==> config.mk <==
export PLATFORM = sky130hd
export DESIGN_NAME = fetch_seq
export DESIGN_NICKNAME = d
export VERILOG_FILES = /design/src/rtl/fetch_seq.sv
export SDC_FILE = /design/constraint.sdc
export NUM_CORES = 1
export LEC_CHECK = 0
export CELL_PAD_IN_SITES_DETAIL_PLACEMENT = 0
export CELL_PAD_IN_SITES_GLOBAL_PLACEMENT = 1
export CORE_UTILIZATION = 36
export CTS_BUF_LIST = sky130_fd_sc_hd__clkbuf_4
export CTS_CLUSTER_SIZE = 30
export DETAILED_ROUTE_END_ITERATION = 7
export GPL_TIMING_DRIVEN = 0
export PLACE_DENSITY = 0.94
export SYNTH_ARGS = -nofsm -noshare
export SYNTH_HDL_FRONTEND = slang
export SYNTH_SLANG_ARGS = --single-unit
==> constraint.sdc <==
create_clock -name clk -period 4.9 [get_ports clk]
set_input_delay 0.98 -clock clk [delete_from_list [all_inputs] [get_ports clk]]
set_output_delay 0.98 -clock clk [all_outputs]
set_load 0.03 [all_outputs]
==> src/rtl/fetch_seq.sv <==
// fetch_seq: multicycle instruction-fetch sequencer that owns the program counter.
// Issues a handshaked imem fetch with a wait timeout, then resolves branch/jump/halt on ex_done.
module fetch_seq #(
  parameter logic [31:0] RESET_PC = 32'h0000_0000,
  parameter int unsigned TIMEOUT  = 15
) (
  input  logic        clk,
  input  logic        rst_n,
  input  logic        stall,
  output logic        imem_req,
  output logic [31:0] imem_addr,
  input  logic        imem_ack,
  input  logic [31:0] imem_rdata,
  output logic [31:0] inst,
  output logic        inst_valid,
  input  logic        ex_done,
  input  logic [2:0]  npc_sel,
  input  logic        zero,
  input  logic [15:0] imm,
  input  logic [25:0] jump_addr,
  input  logic [31:0] bus_a,
  output logic [31:0] pc,
  output logic        halted,
  output logic        fetch_err,
  output logic [31:0] retired
);
  // state | meaning
  // FETCH | idle; issues a request when not stalled
  // WAIT  | request outstanding; counting toward timeout
  // EXEC  | instruction held for the datapath until ex_done
  // HALT  | stopped by a halt select; terminal until reset
  // ERR   | fetch timed out; terminal until reset
  typedef enum logic [2:0] {S_FETCH, S_WAIT, S_EXEC, S_HALT, S_ERR} state_t;

  localparam int TW = (TIMEOUT > 1) ? $clog2(TIMEOUT) : 1;
  localparam logic [TW-1:0] TLAST = TW'(TIMEOUT - 1);

  state_t        state_q;
  logic [31:0]   pc_q, inst_q, retired_q;
  logic [TW-1:0] timer_q;
  logic          req_q, iv_q, halt_q, err_q;
  logic [31:0]   npc_d, seq_pc, br_pc;

  assign seq_pc = pc_q + 32'd1;
  assign br_pc  = seq_pc + {{16{imm[15]}}, imm};

  always_comb begin
    npc_d = seq_pc;
    case (npc_sel)
      3'b001:         if (zero)  npc_d = br_pc;
      3'b010:         if (!zero) npc_d = br_pc;
      3'b011, 3'b100: npc_d = {6'b0, jump_addr};
      3'b101:         npc_d = bus_a;
      3'b110:         npc_d = pc_q;
      default:        npc_d = seq_pc;
    endcase
  end

  always_ff @(posedge clk or negedge rst_n) begin
    if (!rst_n) begin
      state_q   <= S_FETCH;
      pc_q      <= RESET_PC;
      inst_q    <= '0;
      retired_q <= '0;
      timer_q   <= '0;
      req_q     <= 1'b0;
      iv_q      <= 1'b0;
      halt_q    <= 1'b0;
      err_q     <= 1'b0;
    end else begin
      case (state_q)
        S_FETCH: begin
          if (!stall) begin
            state_q <= S_WAIT;
            req_q   <= 1'b1;
            timer_q <= '0;
          end
        end
        S_WAIT: begin
          // an ack arriving on the last allowed cycle still counts
          if (imem_ack) begin
            inst_q  <= imem_rdata;
            req_q   <= 1'b0;
            iv_q    <= 1'b1;
            state_q <= S_EXEC;
          end else if (timer_q == TLAST) begin
            req_q   <= 1'b0;
            err_q   <= 1'b1;
            state_q <= S_ERR;
          end else begin
            timer_q <= timer_q + TW'(1);
          end
        end
        S_EXEC: begin
          if (ex_done) begin
            pc_q      <= npc_d;
            iv_q      <= 1'b0;
            retired_q <= retired_q + 32'd1;
            if (npc_sel == 3'b110) begin
              halt_q  <= 1'b1;
              state_q <= S_HALT;
            end else begin
              state_q <= S_FETCH;
            end
          end
        end
        default: ;
      endcase
    end
  end

  assign imem_req   = req_q;
  assign imem_addr  = pc_q;
  assign inst       = inst_q;
  assign inst_valid = iv_q;
  assign pc         = pc_q;
  assign halted     = halt_q;
  assign fetch_err  = err_q;
  assign retired    = retired_q;
endmodule

After elaboration in Yosys (flattened, before gate mapping)
Index checks and enable logic that the tools add are counted.
{ "word_totals": {"register_bits": 107, "latchBits": 0, "ramBits": 0, "romBits": 0, "inputBits": 115, "out_inout_bits": 132, "elab_cells": 64, "memories": 0} }
{ "op_classes": {"add_sub_neg": 4, "multipliers": 0, "div_mod_pow": 0, "magnitude_cmp": 0, "n_eq_ne": 15, "shift": 0, "muxes": 20, "bitwise": 2, "n_reduce_logical": 14} }
{ "op_table": {"columns": ["operator", "n"], "rows": [
  ["$pmux 32 s5", 1],
  ["$add 32x1->32 const B", 2],
  ["$mux 32", 2],
  ["$add 32x32->32", 1],
  ["$reduce_and 3->1", 5],
  ["$mux 3", 4],
  ["$mux 4", 3],
  ["$ne 2x2->1 const B", 5],
  ["$eq 3x2->1 const B", 3],
  ["$eq 3x3->1 const B", 3],
  ["$pmux 3 s3", 1],
  ["$pmux 4 s2", 1],
  ["$reduce_and 4->1", 2],
  ["$eq 3x1->1 const B", 2],
  ["$mux 1", 5],
  ["$add 4x1->4 const B", 1],
  ["$eq 4x4->1 const B", 1],
  ["$pmux 1 s2", 2],
  ["$reduce_and 2->1", 2],
  ["$reduce_bool 2->1", 2],
  ["$logic_not 3->1", 1],
  ["$ne 3x3->1 const B", 1],
  ["$reduce_bool 3->1", 1],
  ["$mux 2", 1],
  ["2 further kinds", 3]
]} }

Longest topological paths before layout
{ "depth": {"depth_word": 4, "mapped_depth": 17, "ltp_nobuf": 16} }

Worst setup path after synthesis
Ideal clock, no wire load.
{ "synth_path": {"path_type": "reg-to-reg", "from": "register pc_q[2] (netlist: imem_addr[2])", "to": "register pc_q[31] (netlist: imem_addr[31])", "setup_time_ps": 124, "arrival_time_ps": 3659, "required_time_ps": 4776, "path_slack_ps": 1117, "stages_incl_launch_ff": 17, "period_less_slack_ps": 3783, "cell_sequence": "dfrtp_1 and4_4 and2_4 and3_1 or3b_1 nor2_1 xor2_1 ha_1 a21oi_1 o21a_1 o21bai_1 a21o_1 a21o_1 a21oi_1 o41ai_1 a32o_1 a211o_1"} }
{ "synth_via": {"elab_chain_cells": 4, "elab_cells_between_ends": 5} }
{ "synth_lines": {"columns": ["element", "line_no", "rtl"], "rows": [
  ["from (decl)", "39", "logic [31:0] pc_q, inst_q, retired_q;"],
  ["from (signal assigned)", "96", "pc_q <= npc_d;"],
  ["$add 32x1->32 *", "44", "assign seq_pc = pc_q + 32'd1;"],
  ["$add 32x32->32", "45", "assign br_pc = seq_pc + {{16{imm[15]}}, imm};"],
  ["$mux 32, on equally long branches", "51, 50", null],
  ["$pmux 32 s5 *", "49", "case (npc_sel)"]
]} }
Mark *: on every way between the ends. The rest lies on a longest branch, timed or not.
A chain may end at the register's enable or synchronous reset.

Worst setup path after layout
{ "layout_path": {"from": "register pc_q[1] (netlist: imem_addr[1])", "to": "register pc_q[31] (netlist: imem_addr[31])"} }
Same word-level chain as after synthesis.

==> out/qor.json <==
{
  "outcome": {"value": "finished, final reports clean"},
  "worst-setup-path-type": {"value": "reg2reg"},
  "final.period_utilization": {"value": 0.9031},
  "fmax": {"value": 226.0, "unit": "MHz"},
  "yosys_warnings": {"value": 0},
  "tritoncts.num_buffers": {"value": 9},
  "finalHoldViolCount": {"value": 0},
  "timing.critical_path.arrival": {"value": 4.84, "unit": "ns"},
  "grt_pass1_wl": {"value": 38.85, "unit": "mm"},
  "critical_path_data_required_time": {"value": 5.32, "unit": "ns"},
  "synth.largest_area_cell": {"value": "sky130_fd_sc_hd__dfrtp_1"},
  "pwr_density_cell": {"value": 588.8, "unit": "nW/um2"},
  "grt.total_usage": {"value": 0.2299},
  "power.ir.vdd_worst": {"value": 433.7, "unit": "uV"},
  "port_buffers": {"value": 245},
  "unrepaired_setup_endpoints_after_global_routing": {"value": "false"},
  "worst-slew-pin-transition": {"value": 0.9329, "unit": "ns"},
  "fin_ws": {"value": 0.4746, "unit": "ns"},
  "cts_num_sinks": {"value": 107},
  "synthesis.area": {"value": 7594, "unit": "um2"},
  "postSynth.asyncResetShare": {"value": 1.000},
  "synth.avg_cell_area": {"value": 9.094, "unit": "um2"},
  "post_cts.repair.setup_buffers": {"value": 0},
  "commonest_cells_after_routing_fill_and_taps_aside": {"value": "244 x sky130_fd_sc_hd__clkdlybuf4s50_1, 107 x sky130_fd_sc_hd__dfrtp_1, 72 x sky130_fd_sc_hd__nand2_1"},
  "vias_in_the_first_global_route": {"value": 7171},
  "number_of_synthesized_flops_with_an_enable_pin": {"value": 0},
  "hpwl_detailed": {"value": 19.43, "unit": "mm"},
  "core-area": {"value": 20430, "unit": "um2"},
  "drc_errors": {"value": 0},
  "crit_path_cell_trace": {"value": "ha_1 -> clkbuf_1 -> inv_1 -> nor3_1 -> nand2_1 -> xnor2_1 -> ha_1 -> a21o_1 -> a21o_1 -> a21oi_1 -> nand2_1 -> a31oi_1 -> o41ai_1 -> a32o_1 -> a211o_1"},
  "total_switching_power": {"value": 0.003032, "unit": "W"},
  "gr-total-overflow": {"value": 0},
  "clock_tree.buffer_depth": {"value": 2},
  "layout_commonest_cell": {"value": "sky130_fd_sc_hd__clkdlybuf4s50_1"},
  "synth_cells": {"value": 835},
  "power_frac_seq": {"value": 0.256},
  "detailedPlace.worstSlack": {"value": 0.4009, "unit": "ns"},
  "power.total": {"value": 0.006209, "unit": "W"},
  "drt_iter0_drc": {"value": 418},
  "critPathMaxFanout": {"value": 9},
  "floorplan.die.height": {"value": 147.2, "unit": "um"},
  "cts_tree": {"value": "yes"},
  "hold_path.class": {"value": "in2async"},
  "slew_headroom": {"value": 0.3761},
  "cp_top_family": {"value": "compound AO/OA/AOI/OAI gates"},
  "total_negative_slack": {"value": 0, "unit": "ns"},
  "initial_utilization": {"value": 0.3717},
  "worst_setup_hold_path_clk_slew": {"value": 0.20, "unit": "ns"},
  "crit_path_top_delay_cell": {"value": "sky130_fd_sc_hd__nor3_1"},
  "setup.worst_path.end_class": {"value": "flop"},
  "filler_cell_count": {"value": 1896},
  "layout_cells_sized_above_1": {"value": 0.09572},
  "period_minus_slack": {"value": 4.425, "unit": "ns"},
  "gp_routability_congestion": {"value": 0.9215},
  "final_core_utilization": {"value": 0.5162},
  "synthesis.nets": {"value": 992},
  "combinationalPowerShare": {"value": 0.670},
  "yosys-top-cells-area": {"value": "sky130_fd_sc_hd__dfrtp_1 35%, sky130_fd_sc_hd__ha_1 6.8%, sky130_fd_sc_hd__xnor2_1 6.2%"},
  "detail_route.first_pass.iterations": {"value": 6},
  "die_area": {"value": 21680, "unit": "um2"},
  "flip_flop_and_latch_count_after_synthesis": {"value": 107},
  "regToRegSetupSlack": {"value": 0.47, "unit": "ns"},
  "num-nets-final": {"value": 1249},
  "yosys.area.top_type_share": {"value": 0.3526},
  "cell_internal_pwr": {"value": 0.003178, "unit": "W"},
  "cts_hold_buffers": {"value": 0},
  "synth_ff_type": {"value": "sky130_fd_sc_hd__dfrtp_1"},
  "top_level_ports": {"value": 247},
  "worst_path_largest_cell_delay": {"value": 0.63, "unit": "ns"},
  "critPathLaunchType": {"value": "flop"},
  "cts_repair_resize_count": {"value": 0},
  "totalWireLength": {"value": 25.00, "unit": "mm"},
  "synth_to_layout_area_growth": {"value": 38.87, "unit": "%"},
  "leakagePower": {"value": 4.394, "unit": "nW"},
  "switching_share": {"value": 0.4883},
  "ant_nets": {"value": 0},
  "clock_tree.root_cell": {"value": "sky130_fd_sc_hd__clkbuf_4"},
  "setup_viol": {"value": 0},
  "std_cell_rows": {"value": 52},
  "maximum_number_of_pins_on_one_net_before_global_route_repair": {"value": 72},
  "vias_per_cell": {"value": 5.346},
  "dr_total_vias": {"value": 7313},
  "drv_cap": {"value": 0},
  "worstSkewPairLatency": {"value": 0.50, "unit": "ns"},
  "clkPwrFrac": {"value": 0.074},
  "avgRoutedWirePerCell": {"value": 18.27, "unit": "um"},
  "netlist-cell-type-count": {"value": 72},
  "report.final.slew_viol_count": {"value": 0},
  "synth_seq_area_share": {"value": 0.3526},
  "grt_antenna_before_repair": {"value": 2},
  "finClkSkew": {"value": 0.03523, "unit": "ns"},
  "critical_path.n_buffers_inverters": {"value": 2},
  "worst_hold_slack": {"value": 0.4386, "unit": "ns"},
  "die_x": {"value": 147.2, "unit": "um"},
  "cts-htree-levels": {"value": 3}
}
-- layout make-up --
cell class                      instances  area, um2  share of cell area
Antenna cell                            1      2.502           0.0002373
Clock buffer                            9      67.56            0.006407
Tap cell                              270      337.8             0.03204
Inverter                               25      93.84            0.008899
Multi-Input combinational cell        635       4433              0.4204
Buffer                                 68      389.1             0.03690
Clock inverter                          7      66.31            0.006289
Sequential cell                       107       2678              0.2539
Timing Repair Buffer                  246       2477              0.2349
-- metrics by stage --
step / instances / instance area, um2
2_1_floorplan: 835 / 7594
3_3_place_gp: 1350 / 10380
3_5_place_dp: 1351 / 10410
4_1_cts: 1367 / 10540
5_1_grt: 1368 / 10550
6_report: 1368 / 10550
-- final timing paths --
check,cells after the start,end,startpoint
worst min-delay path,1,retired[22],rst_n
max in group asynchronous,2,inst[7],rst_n
worst max-delay path,15,imem_addr[31],imem_addr[1]
min in group clk,1,halted,halted
worst min register to register,1,halted,halted
worst max register to register,15,imem_addr[31],imem_addr[1]
-- Yosys cell counts, types with 5 or more instances --
cell type,n
sky130_fd_sc_hd__a21o_1,17
sky130_fd_sc_hd__a21oi_1,60
sky130_fd_sc_hd__a221o_1,10
sky130_fd_sc_hd__a221oi_1,13
sky130_fd_sc_hd__a222oi_1,7
sky130_fd_sc_hd__a31oi_1,12
sky130_fd_sc_hd__and3_1,14
sky130_fd_sc_hd__buf_1,5
sky130_fd_sc_hd__buf_4,33
sky130_fd_sc_hd__clkbuf_1,27
sky130_fd_sc_hd__dfrtp_1,107
sky130_fd_sc_hd__ha_1,41
sky130_fd_sc_hd__inv_1,25
sky130_fd_sc_hd__mux2_2,35
sky130_fd_sc_hd__nand2_1,72
sky130_fd_sc_hd__nand3_1,33
sky130_fd_sc_hd__nand4_1,17
sky130_fd_sc_hd__nor2_1,63
sky130_fd_sc_hd__nor2b_1,5
sky130_fd_sc_hd__nor3_1,11
sky130_fd_sc_hd__o211ai_1,5
sky130_fd_sc_hd__o21a_1,7
sky130_fd_sc_hd__o21ai_0,37
sky130_fd_sc_hd__o21bai_1,8
sky130_fd_sc_hd__o22ai_1,6
sky130_fd_sc_hd__xnor2_1,54
sky130_fd_sc_hd__xor2_1,32
-- flip-flops by register name, summed over array words and instances, names as in the netlist --
| signal | flops |
|---|---|
| fetch_err | 1 |
| halted | 1 |
| imem_addr | 32 |
| imem_req | 1 |
| inst | 32 |
| inst_valid | 1 |
| retired | 32 |
| state_q | 3 |
| timer_q | 4 |
-- power by group through the flow --
stage               sequential [W]  combinational (W)  clock, W
floorplan                  0.00209            0.00217         0
global placement           0.00160            0.00408         0
detailed placement         0.00161            0.00413         0
CTS                        0.00159            0.00415  0.000468
global route               0.00165            0.00446  0.000509
finish                     0.00159            0.00416  0.000458
-- logic make-up after synthesis --
kind of cell               synth area share
AOI/OAI and AO/OA                    0.1946
and+or+nand+nor                      0.1666
buffers and inverters               0.06360
DFF                                  0.3526
adders and majority gates           0.07019
muxes                               0.05322
xor gates and xnor gates            0.09919
-- layer usage --
metal / vias up / track usage / share of wire
li1: 3532 / - / -
met1: 3419 / 0.2863 / 0.42
met2: 327 / 0.4026 / 0.48
met3: 33 / 0.05062 / 0.079
met4: 2 / 0.05361 / 0.019
met5: - / 0 / 0.00052
Note: power is estimated with default switching activity, not from simulation.
